==> src/rtl/clkdiv_cfg_ctrl_if.sv <==
// clkdiv_cfg_ctrl_if: request/ack and divider-control bundle for the ratio reconfiguration sequencer.
interface clkdiv_cfg_ctrl_if #(
    parameter int WIDTH = 8
);
    logic [1:0]       i_req;
    logic [WIDTH-1:0] i_ratio0;
    logic [WIDTH-1:0] i_ratio1;
    logic [1:0]       o_ack;
    logic [1:0]       o_nack;
    logic [WIDTH-1:0] o_div_ratio;
    logic             o_clk_en;
    logic             o_busy;
    modport master (output i_req, i_ratio0, i_ratio1, input o_ack, o_nack, o_div_ratio, o_clk_en, o_busy);
    modport slave  (input i_req, i_ratio0, i_ratio1, output o_ack, o_nack, o_div_ratio, o_clk_en, o_busy);
endinterface

==> src/rtl/clkdiv_cfg_ctrl.sv <==
// clkdiv_cfg_ctrl: round-robin sequencer that gates, drains, reloads and settles the integer clock divider.
module clkdiv_cfg_ctrl #(
    parameter int WIDTH        = 8,
    parameter int DRAIN_CYCLES = 4,
    parameter int RESET_RATIO  = 1
) (
    input logic               i_clk_ref,
    input logic               i_rst,
    clkdiv_cfg_ctrl_if.slave  bus
);
    typedef enum logic [2:0] {IDLE, GRANT, DRAIN, LOAD, SETTLE, DONE} state_t;
    state_t           state, state_n;
    logic             rr, rr_n, gnt, gnt_n, en_n;
    logic [WIDTH-1:0] lat, lat_n, ratio_n, pick_ratio;
    logic [1:0]       ack_n, nack_n, req;
    logic [3:0]       dcnt, dcnt_n;
    logic [WIDTH:0]   scnt, scnt_n;
    logic             pick;
    // A requester still holding its level during its own ack/nack cycle must not be re-granted.
    assign req        = bus.i_req & ~(bus.o_ack | bus.o_nack);
    assign pick       = &req ? rr : req[1];
    assign pick_ratio = pick ? bus.i_ratio1 : bus.i_ratio0;
    always_comb begin
        state_n = state;
        rr_n    = rr;
        gnt_n   = gnt;
        lat_n   = lat;
        ratio_n = bus.o_div_ratio;
        en_n    = bus.o_clk_en;
        ack_n   = '0;
        nack_n  = '0;
        dcnt_n  = dcnt;
        scnt_n  = scnt;
        case (state)
            IDLE: state_n = |req ? GRANT : IDLE;
            GRANT: begin
                if (!(|req)) begin
                    state_n = IDLE;
                end else begin
                    gnt_n = pick;
                    lat_n = pick_ratio;
                    rr_n  = ~pick;
                    if (pick_ratio == '0) begin
                        nack_n  = pick ? 2'b10 : 2'b01;
                        state_n = IDLE;
                    end else if (pick_ratio == bus.o_div_ratio) begin
                        state_n = DONE;
                    end else begin
                        en_n    = 1'b0;
                        dcnt_n  = '0;
                        state_n = DRAIN;
                    end
                end
            end
            DRAIN: begin
                dcnt_n  = dcnt + 4'd1;
                state_n = (dcnt == 4'(DRAIN_CYCLES - 1)) ? LOAD : DRAIN;
            end
            LOAD: begin
                ratio_n = lat;
                en_n    = lat >= WIDTH'(2);
                scnt_n  = '0;
                state_n = SETTLE;
            end
            SETTLE: begin
                scnt_n  = scnt + (WIDTH+1)'(1);
                state_n = (scnt == {lat, 1'b0} - (WIDTH+1)'(1)) ? DONE : SETTLE;
            end
            DONE: begin
                ack_n   = gnt ? 2'b10 : 2'b01;
                state_n = IDLE;
            end
            default: state_n = IDLE;
        endcase
    end
    always_ff @(posedge i_clk_ref) begin
        if (i_rst) begin
            state           <= IDLE;
            rr              <= 1'b0;
            gnt             <= 1'b0;
            lat             <= WIDTH'(RESET_RATIO);
            dcnt            <= '0;
            scnt            <= '0;
            bus.o_div_ratio <= WIDTH'(RESET_RATIO);
            bus.o_clk_en    <= 1'b0;
            bus.o_ack       <= '0;
            bus.o_nack      <= '0;
            bus.o_busy      <= 1'b0;
        end else begin
            state           <= state_n;
            rr              <= rr_n;
            gnt             <= gnt_n;
            lat             <= lat_n;
            dcnt            <= dcnt_n;
            scnt            <= scnt_n;
            bus.o_div_ratio <= ratio_n;
            bus.o_clk_en    <= en_n;
            bus.o_ack       <= ack_n;
            bus.o_nack      <= nack_n;
            bus.o_busy      <= state_n != IDLE;
        end
    end
endmodule

==> src/flat_wrapper.sv <==
// flat-port wrapper written by rule: the top's interface ports become plain ports
module clkdiv_cfg_ctrl_flat 
#(
    parameter int WIDTH        = 8,
    parameter int DRAIN_CYCLES = 4,
    parameter int RESET_RATIO  = 1
)
  (i_clk_ref, i_rst, bus_i_req, bus_i_ratio0, bus_i_ratio1, bus_o_ack, bus_o_nack, bus_o_div_ratio, bus_o_clk_en, bus_o_busy);
  clkdiv_cfg_ctrl_if #(.WIDTH(WIDTH)) bus_i ();
  input logic i_clk_ref;
  input logic i_rst;
  input wire logic [$bits(bus_i.i_req)-1:0] bus_i_req;
  input wire logic [$bits(bus_i.i_ratio0)-1:0] bus_i_ratio0;
  input wire logic [$bits(bus_i.i_ratio1)-1:0] bus_i_ratio1;
  output wire logic [$bits(bus_i.o_ack)-1:0] bus_o_ack;
  output wire logic [$bits(bus_i.o_nack)-1:0] bus_o_nack;
  output wire logic [$bits(bus_i.o_div_ratio)-1:0] bus_o_div_ratio;
  output wire logic [$bits(bus_i.o_clk_en)-1:0] bus_o_clk_en;
  output wire logic [$bits(bus_i.o_busy)-1:0] bus_o_busy;
  assign bus_i.i_req = bus_i_req;
  assign bus_i.i_ratio0 = bus_i_ratio0;
  assign bus_i.i_ratio1 = bus_i_ratio1;
  assign bus_o_ack = bus_i.o_ack;
  assign bus_o_nack = bus_i.o_nack;
  assign bus_o_div_ratio = bus_i.o_div_ratio;
  assign bus_o_clk_en = bus_i.o_clk_en;
  assign bus_o_busy = bus_i.o_busy;
  clkdiv_cfg_ctrl #(.WIDTH(WIDTH), .DRAIN_CYCLES(DRAIN_CYCLES), .RESET_RATIO(RESET_RATIO)) u_core (.i_clk_ref(i_clk_ref), .i_rst(i_rst), .bus(bus_i));
endmodule
==> config.mk <==
export PLATFORM = sky130hd
export DESIGN_NAME = clkdiv_cfg_ctrl_flat
export DESIGN_NICKNAME = d
export VERILOG_FILES = /design/src/rtl/clkdiv_cfg_ctrl_if.sv /design/src/rtl/clkdiv_cfg_ctrl.sv /design/src/flat_wrapper.sv
export SDC_FILE = /design/constraint.sdc
export NUM_CORES = 1
export LEC_CHECK = 0
export ABC_CLOCK_PERIOD_IN_PS = 2650
export CAP_MARGIN = 40
export CORE_MARGIN = 8
export CORE_UTILIZATION = 48
export CTS_CLUSTER_DIAMETER = 80
export CTS_CLUSTER_SIZE = 10
export DETAILED_ROUTE_END_ITERATION = 16
export HOLD_SLACK_MARGIN = 0.06
export PLACE_DENSITY = 0.76
export REMOVE_ABC_BUFFERS = 1
export SKIP_CTS_REPAIR_TIMING = 1
export SYNTH_ARGS = -nofsm -noshare
export SYNTH_HDL_FRONTEND = slang
export SYNTH_SLANG_ARGS = --single-unit
export TNS_END_PERCENT = 100
==> constraint.sdc <==
create_clock -name i_clk_ref -period 2.65 [get_ports i_clk_ref]
set_input_delay 0.795 -clock i_clk_ref [delete_from_list [all_inputs] [get_ports i_clk_ref]]
set_output_delay 0.795 -clock i_clk_ref [all_outputs]
set_load 0.01 [all_outputs]
==> impl_metrics.json, run 1 <==
{
  "fin_crit_sh": 0.8785,
  "die-area_um2": 6991,
  "holdPathStages": 1,
  "cap_viol_max_count": 0,
  "dp_slack_ns": 0.004402,
  "whs_ns": 0.4521,
  "drtIter0Drc": 127,
  "ctsRootBufferMaster": "clkbuf_8",
  "period_needed_ns": 2.328,
  "whs_endpoint": "u_core.bus.o_ack[0]$_SDFF_PP0_",
  "cts_buffers": 5,
  "start_util": 0.5006,
  "post-place-cells": 346,
  "nNetsFinal": 325,
  "grt_max_degree": 21,
  "synth.largest_area_cell": "dfxtp_1",
  "htree_levels": 2,
  "synth_cell_types": 48,
  "syn_avg_cell_area_um2": 8.282,
  "outcome": "complete, no violations",
  "synth_edf_count": 0,
  "ir_worst_vdd_mv": 0.4091,
  "hpwl_mm": 4.196,
  "io_pins": 34,
  "cts_tree": "yes",
  "synth_cells": 265,
  "viasPerCell": 5.669,
  "die_x_um": 83.62,
  "ys_seq_elements": 40,
  "rows": 24,
  "relSlewSlack": 0.5218,
  "clock_skew_ns": 0.008831,
  "clk_latency_ns": 0.30,
  "worst-setup-path-type": "primary input to flip-flop",
  "post-route-util": 0.6162,
  "first_global_vias": 1975,
  "power_mw": 1.424,
  "ff_latch_area_um2": 800.8,
  "power_leakage_nw": 0.9854,
  "min_path_type": "flip-flop to flip-flop",
  "max_freq_mhz": 429.5,
  "power_density_nw_per_um2": 527.1,
  "worst_setup_path_end_kind": "flip-flop",
  "clk_pin_slew_ns": 0.08,
  "ant_nets": 0,
  "postPlaceCellArea_um2": 2586,
  "syn_area_um2": 2195,
  "port-buffer-count": 33,
  "critPathRequiredTime_ns": 2.89,
  "antenna_found_initial": 0,
  "maxSlewViolCount": 0,
  "wl_per_cell_um": 15.75,
  "area_growth_pct": 23.09,
  "timing.rr.start": "u_core.lat[0]$_SDFFE_PP1P_",
  "drive_above_1_share": 0.08609,
  "fillers": 371,
  "grt_use_total": 0.1580,
  "synth_most_common_cell": "dfxtp_1",
  "reg2reg_to": "u_core.state[0]$_SDFF_PP0_",
  "cts.sinks": 40,
  "globalRouteOverflowTotal": 0,
  "synth.area.top_cells": "dfxtp_1, nor2_1, xor2_1",
  "max_slew.worst_pin.slew_ns": 0.7107,
  "reg2reg_slack_ns": 0.66,
  "n_antenna_cell": 0,
  "finalSetupViolCount": 0,
  "synth_common_cells": "dfxtp_1, nor2_1, nand2_1",
  "start_kind": "primary input",
  "multi_input_area_um2": 1319,
  "crit_path_max_fanout": 5,
  "coreArea_um2": 4384,
  "cts_buffer_depth": 2,
  "reg2regPathDepth": 7,
  "yosysWarnings": 0,
  "grt_first_pass_wirelength_mm": 9.301,
  "fin_ws_ns": 0.3220,
  "route.detailed.drc": 0,
  "synth_flop_cell": "dfxtp_1",
  "arrival_ns": 2.56,
  "die_y_um": 83.62,
  "final_cells": 354,
  "drt_pass1_iterations": 4,
  "vias": 2007,
  "rsz0062_at_grt": "no",
  "fin_area_um2": 2701,
  "hold_violations": 0,
  "yosysTopAreaCellShare": 0.3649,
  "tns_ns": 0,
  "hold_path_startpoint": "u_core.gnt$_SDFFE_PP0P_",
  "synth-seq-area-share": 0.3649,
  "wirelength_mm": 5.577,
  "async_flop_share": 0,
  "place_congestion": 0.8351
}
[worst max-delay path by stage]
stage	start	to	slack, ns
after CTS	bus_i_req[1]	u_core.bus.o_nack[1]$_SDFF_PP0_	0.31
final	bus_i_req[1]	u_core.bus.o_nack[1]$_SDFF_PP0_	0.32
after detailed placement	bus_i_req[1]	u_core.bus.o_nack[1]$_SDFF_PP0_	0.004
after global placement	bus_i_req[1]	u_core.bus.o_nack[1]$_SDFF_PP0_	0.04
after floorplan	bus_i_req[1]	u_core.bus.o_nack[0]$_SDFF_PP0_	0.19
after global routing	bus_i_req[1]	u_core.state[0]$_SDFF_PP0_	0.22
[flip-flops by register name, indices dropped and copies added, names as in the netlist]
name,flops
u_core.scnt,9
u_core.bus.o_div_ratio,8
u_core.lat,8
u_core.dcnt,4
u_core.state,3
u_core.bus.o_ack,2
u_core.bus.o_nack,2
u_core.bus.o_busy,1
u_core.bus.o_clk_en,1
u_core.gnt,1
u_core.rr,1
[power by group]
part | leakage, nW | switching [mW] | internal [mW]
registers | 0.325 | 0.0376 | 0.626
clock network | 0.0548 | 0.228 | 0.284
logic | 0.606 | 0.132 | 0.116
[layout by cell type (no fill, tap or decap), types with 9 or more instances in the layout]
cell type        Yosys  layout
dfxtp_1             40      40
a211oi_1             9       9
nor4_1              10      10
inv_1                9       9
a21oi_1             16      16
nor2_1              38      38
clkdlybuf4s50_1      0      33
xor2_1              16      16
nand2_1             29      29
mux2i_1             10      10
[cell families after synthesis]
logic type	after synthesis	synth area share
muxes	16	0.07640
DFF	40	0.3649
buffers and inverters	18	0.03421
xor gates and xnor gates	23	0.09179
and+or+nand+nor	119	0.2708
adders and majority gates	4	0.02281
AOI/OAI and AO/OA	45	0.1391
[layer usage]
metal | wire length (µm) | GRT usage | share of wire | vias up
li1 | - | - | - | 1012
met1 | 2637 | 0.1995 | 0.47 | 950
met2 | 2626 | 0.2582 | 0.47 | 37
met3 | 250 | 0.03906 | 0.045 | 8
met4 | 63 | 0.04239 | 0.011 | 0
met5 | 0 | 0 | 0 | -
[critical path, cell delays in order]
cell             delay (ns)
clkdlybuf4s50_1        0.45
nor3b_1                0.23
o41a_1                 0.26
mux2_2                 0.39
or3_4                  0.35
nor2_2                 0.08
[cell type report]
type / count / area share
flip-flops and latches: 40 / 0.2964
clock inverters: 3 / 0.01714
well taps: 52 / 0.02409
clock buffers: 5 / 0.02547
multi-input cells: 207 / 0.4882
repair buffers: 38 / 0.1362
inverters: 9 / 0.01251
Note: power is estimated with default switching activity, not from simulation.
==> inputs of run 2 (changes only) <==
==> constraint.sdc (replaced) <==
create_clock -name i_clk_ref -period 2.65 [get_ports i_clk_ref]
set_input_delay 0.6625 -clock i_clk_ref [delete_from_list [all_inputs] [get_ports i_clk_ref]]
set_output_delay 0.6625 -clock i_clk_ref [all_outputs]
set_load 0.01 [all_outputs]
==> run 2 against run 1 <==
  * Sequential cell count is the same
  * Largest power group unchanged
  * Critical path depth unchanged
  * Critical endpoint is now u_core.bus.o_nack[0]$_SDFF_PP0_
  * Utilization shrank 0.17 points
  * Cell count stayed put
  * Die area unchanged
==> impl_metrics.json, run 2 (synthesis gave the netlist of run 1 again) <==
{
  "outcome": "complete, no violations",
  "post-route-util": 0.6144,
  "arrival_ns": 2.45,
  "largest_reg_flops": 9,
  "power_density_nw_per_um2": 518.6,
  "n_antenna_cell": 0,
  "crit_path_max_fanout": 5,
  "ir_worst_vdd_mv": 0.3499,
  "power_mw": 1.397,
  "clock_skew_ns": 0.004620,
  "fillers": 393,
  "relSlewSlack": 0.5526,
  "start_kind": "primary input",
  "cp_cell_sequence": "clkdlybuf4s50_1 -> nor3b_1 -> o41a_1 -> mux2_2 -> or3_4 -> nor2_2",
  "final_cell_mix": "dfxtp_1, nor2_1, clkdlybuf4s50_1, nand2_1",
  "cap_viol_max_count": 0,
  "reg_top3": "u_core.scnt: 9 flops, u_core.bus.o_div_ratio: 8 flops, u_core.lat: 8 flops",
  "antenna_found_initial": 0,
  "die_y_um": 83.62,
  "ctsRootBufferMaster": "clkbuf_8",
  "power_leakage_nw": 0.9858,
  "clk_pin_slew_ns": 0.08,
  "cts_tree": "yes",
  "maxSlewViolCount": 0,
  "coreArea_um2": 4384,
  "top_register": "u_core.scnt",
  "vias": 2012,
  "port-buffer-count": 33,
  "max_freq_mhz": 450.6,
  "nNetsFinal": 325,
  "period_needed_ns": 2.219,
  "area_growth_pct": 22.75,
  "hold_violations": 0,
  "drt_pass1_iterations": 4,
  "worst_setup_path_end_kind": "flip-flop",
  "postPlaceCellArea_um2": 2586,
  "grt_use_total": 0.1586,
  "grt_first_pass_wirelength_mm": 9.246,
  "die_x_um": 83.62,
  "route.detailed.drc": 0,
  "ant_nets": 0,
  "slowest_delay_ns": 0.44,
  "drtIter0Drc": 99,
  "hpwl_mm": 4.399,
  "min_path_type": "flip-flop to flip-flop",
  "tns_ns": 0,
  "cts.sinks": 40,
  "clk_latency_ns": 0.29,
  "max_slew.worst_pin.slew_ns": 0.6650,
  "cts_buffer_depth": 2,
  "wirelength_mm": 5.583,
  "mostFrequentLayoutCell": "dfxtp_1",
  "globalRouteOverflowTotal": 0,
  "rsz0062_at_grt": "no",
  "grt_max_degree": 22,
  "wl_per_cell_um": 15.77,
  "multi_input_area_um2": 1319,
  "place_congestion": 0.8363,
  "start_util": 0.5006,
  "cts_buffers": 5,
  "finalSetupViolCount": 0,
  "fin_crit_sh": 0.8375,
  "whs_ns": 0.4909,
  "first_global_vias": 1954,
  "fin_area_um2": 2694,
  "htree_levels": 2,
  "worst-setup-path-type": "primary input to flip-flop",
  "cp_slowest_cell": "clkdlybuf4s50_1",
  "critPathRequiredTime_ns": 2.88,
  "die-area_um2": 6991,
  "io_pins": 34,
  "ff_latch_area_um2": 800.8,
  "rows": 24,
  "drive_above_1_share": 0.08278,
  "viasPerCell": 5.684
}
==> run 2: per-stage QoR <==
step | setup WS [ns] | cells
2_1_floorplan | 0.3256 | 256
3_3_place_gp | 0.1758 | 346
3_5_place_dp | 0.1277 | 346
4_1_cts | 0.4278 | 354
5_1_grt | 0.2303 | 354
6_report | 0.4306 | 354
==> run 2: path summary, 6_finish.rpt <==
check                                                  from                               to  slack, ns  depth (start not counted)
worst max register to register   u_core.lat[0]$_SDFFE_PP1P_       u_core.state[0]$_SDFF_PP0_       0.70                          7
worst min-delay path            u_core.dcnt[1]$_SDFFE_PP0P_      u_core.dcnt[1]$_SDFFE_PP0P_       0.49                          2
worst min register to register  u_core.dcnt[1]$_SDFFE_PP0P_      u_core.dcnt[1]$_SDFFE_PP0P_       0.49                          2
worst max-delay path                           bus_i_req[1]  u_core.bus.o_nack[0]$_SDFF_PP0_       0.43                          6
==> run 2: area by class of cell <==
cell class / count / area share
Tap cell: 52 / 0.02415
Sequential cell: 40 / 0.2973
Multi-Input combinational cell: 207 / 0.4895
Timing Repair Buffer: 38 / 0.1366
Inverter: 9 / 0.01254
Clock inverter: 2 / 0.01301
Clock buffer: 6 / 0.02694
==> run 2: metal layers <==
| layer | share of wire | vias up | track usage |
|---|---|---|---|
| met2 | 0.48 | 35 | 0.2582 |
| met3 | 0.036 | 5 | 0.03320 |
| li1 | - | 1015 | - |
| met1 | 0.48 | 957 | 0.2036 |
| met5 | 0 | - | 0 |
| met4 | 0.0068 | 0 | 0.04553 |
==> run 2: power breakdown <==
group | leakage (nW) | switching, mW | total [mW] | internal, mW
Combinational | 0.606 | 0.128 | 0.245 | 0.116
Sequential | 0.325 | 0.0371 | 0.664 | 0.626
Clock | 0.0552 | 0.209 | 0.489 | 0.280
==> run 2: critical path, delay by kind of cell <==
family                 cells  cell delay, ns
and+or+nand+nor            3            0.68
AOI/OAI and AO/OA          1            0.27
buffers and inverters      1            0.44
muxes                      1            0.40
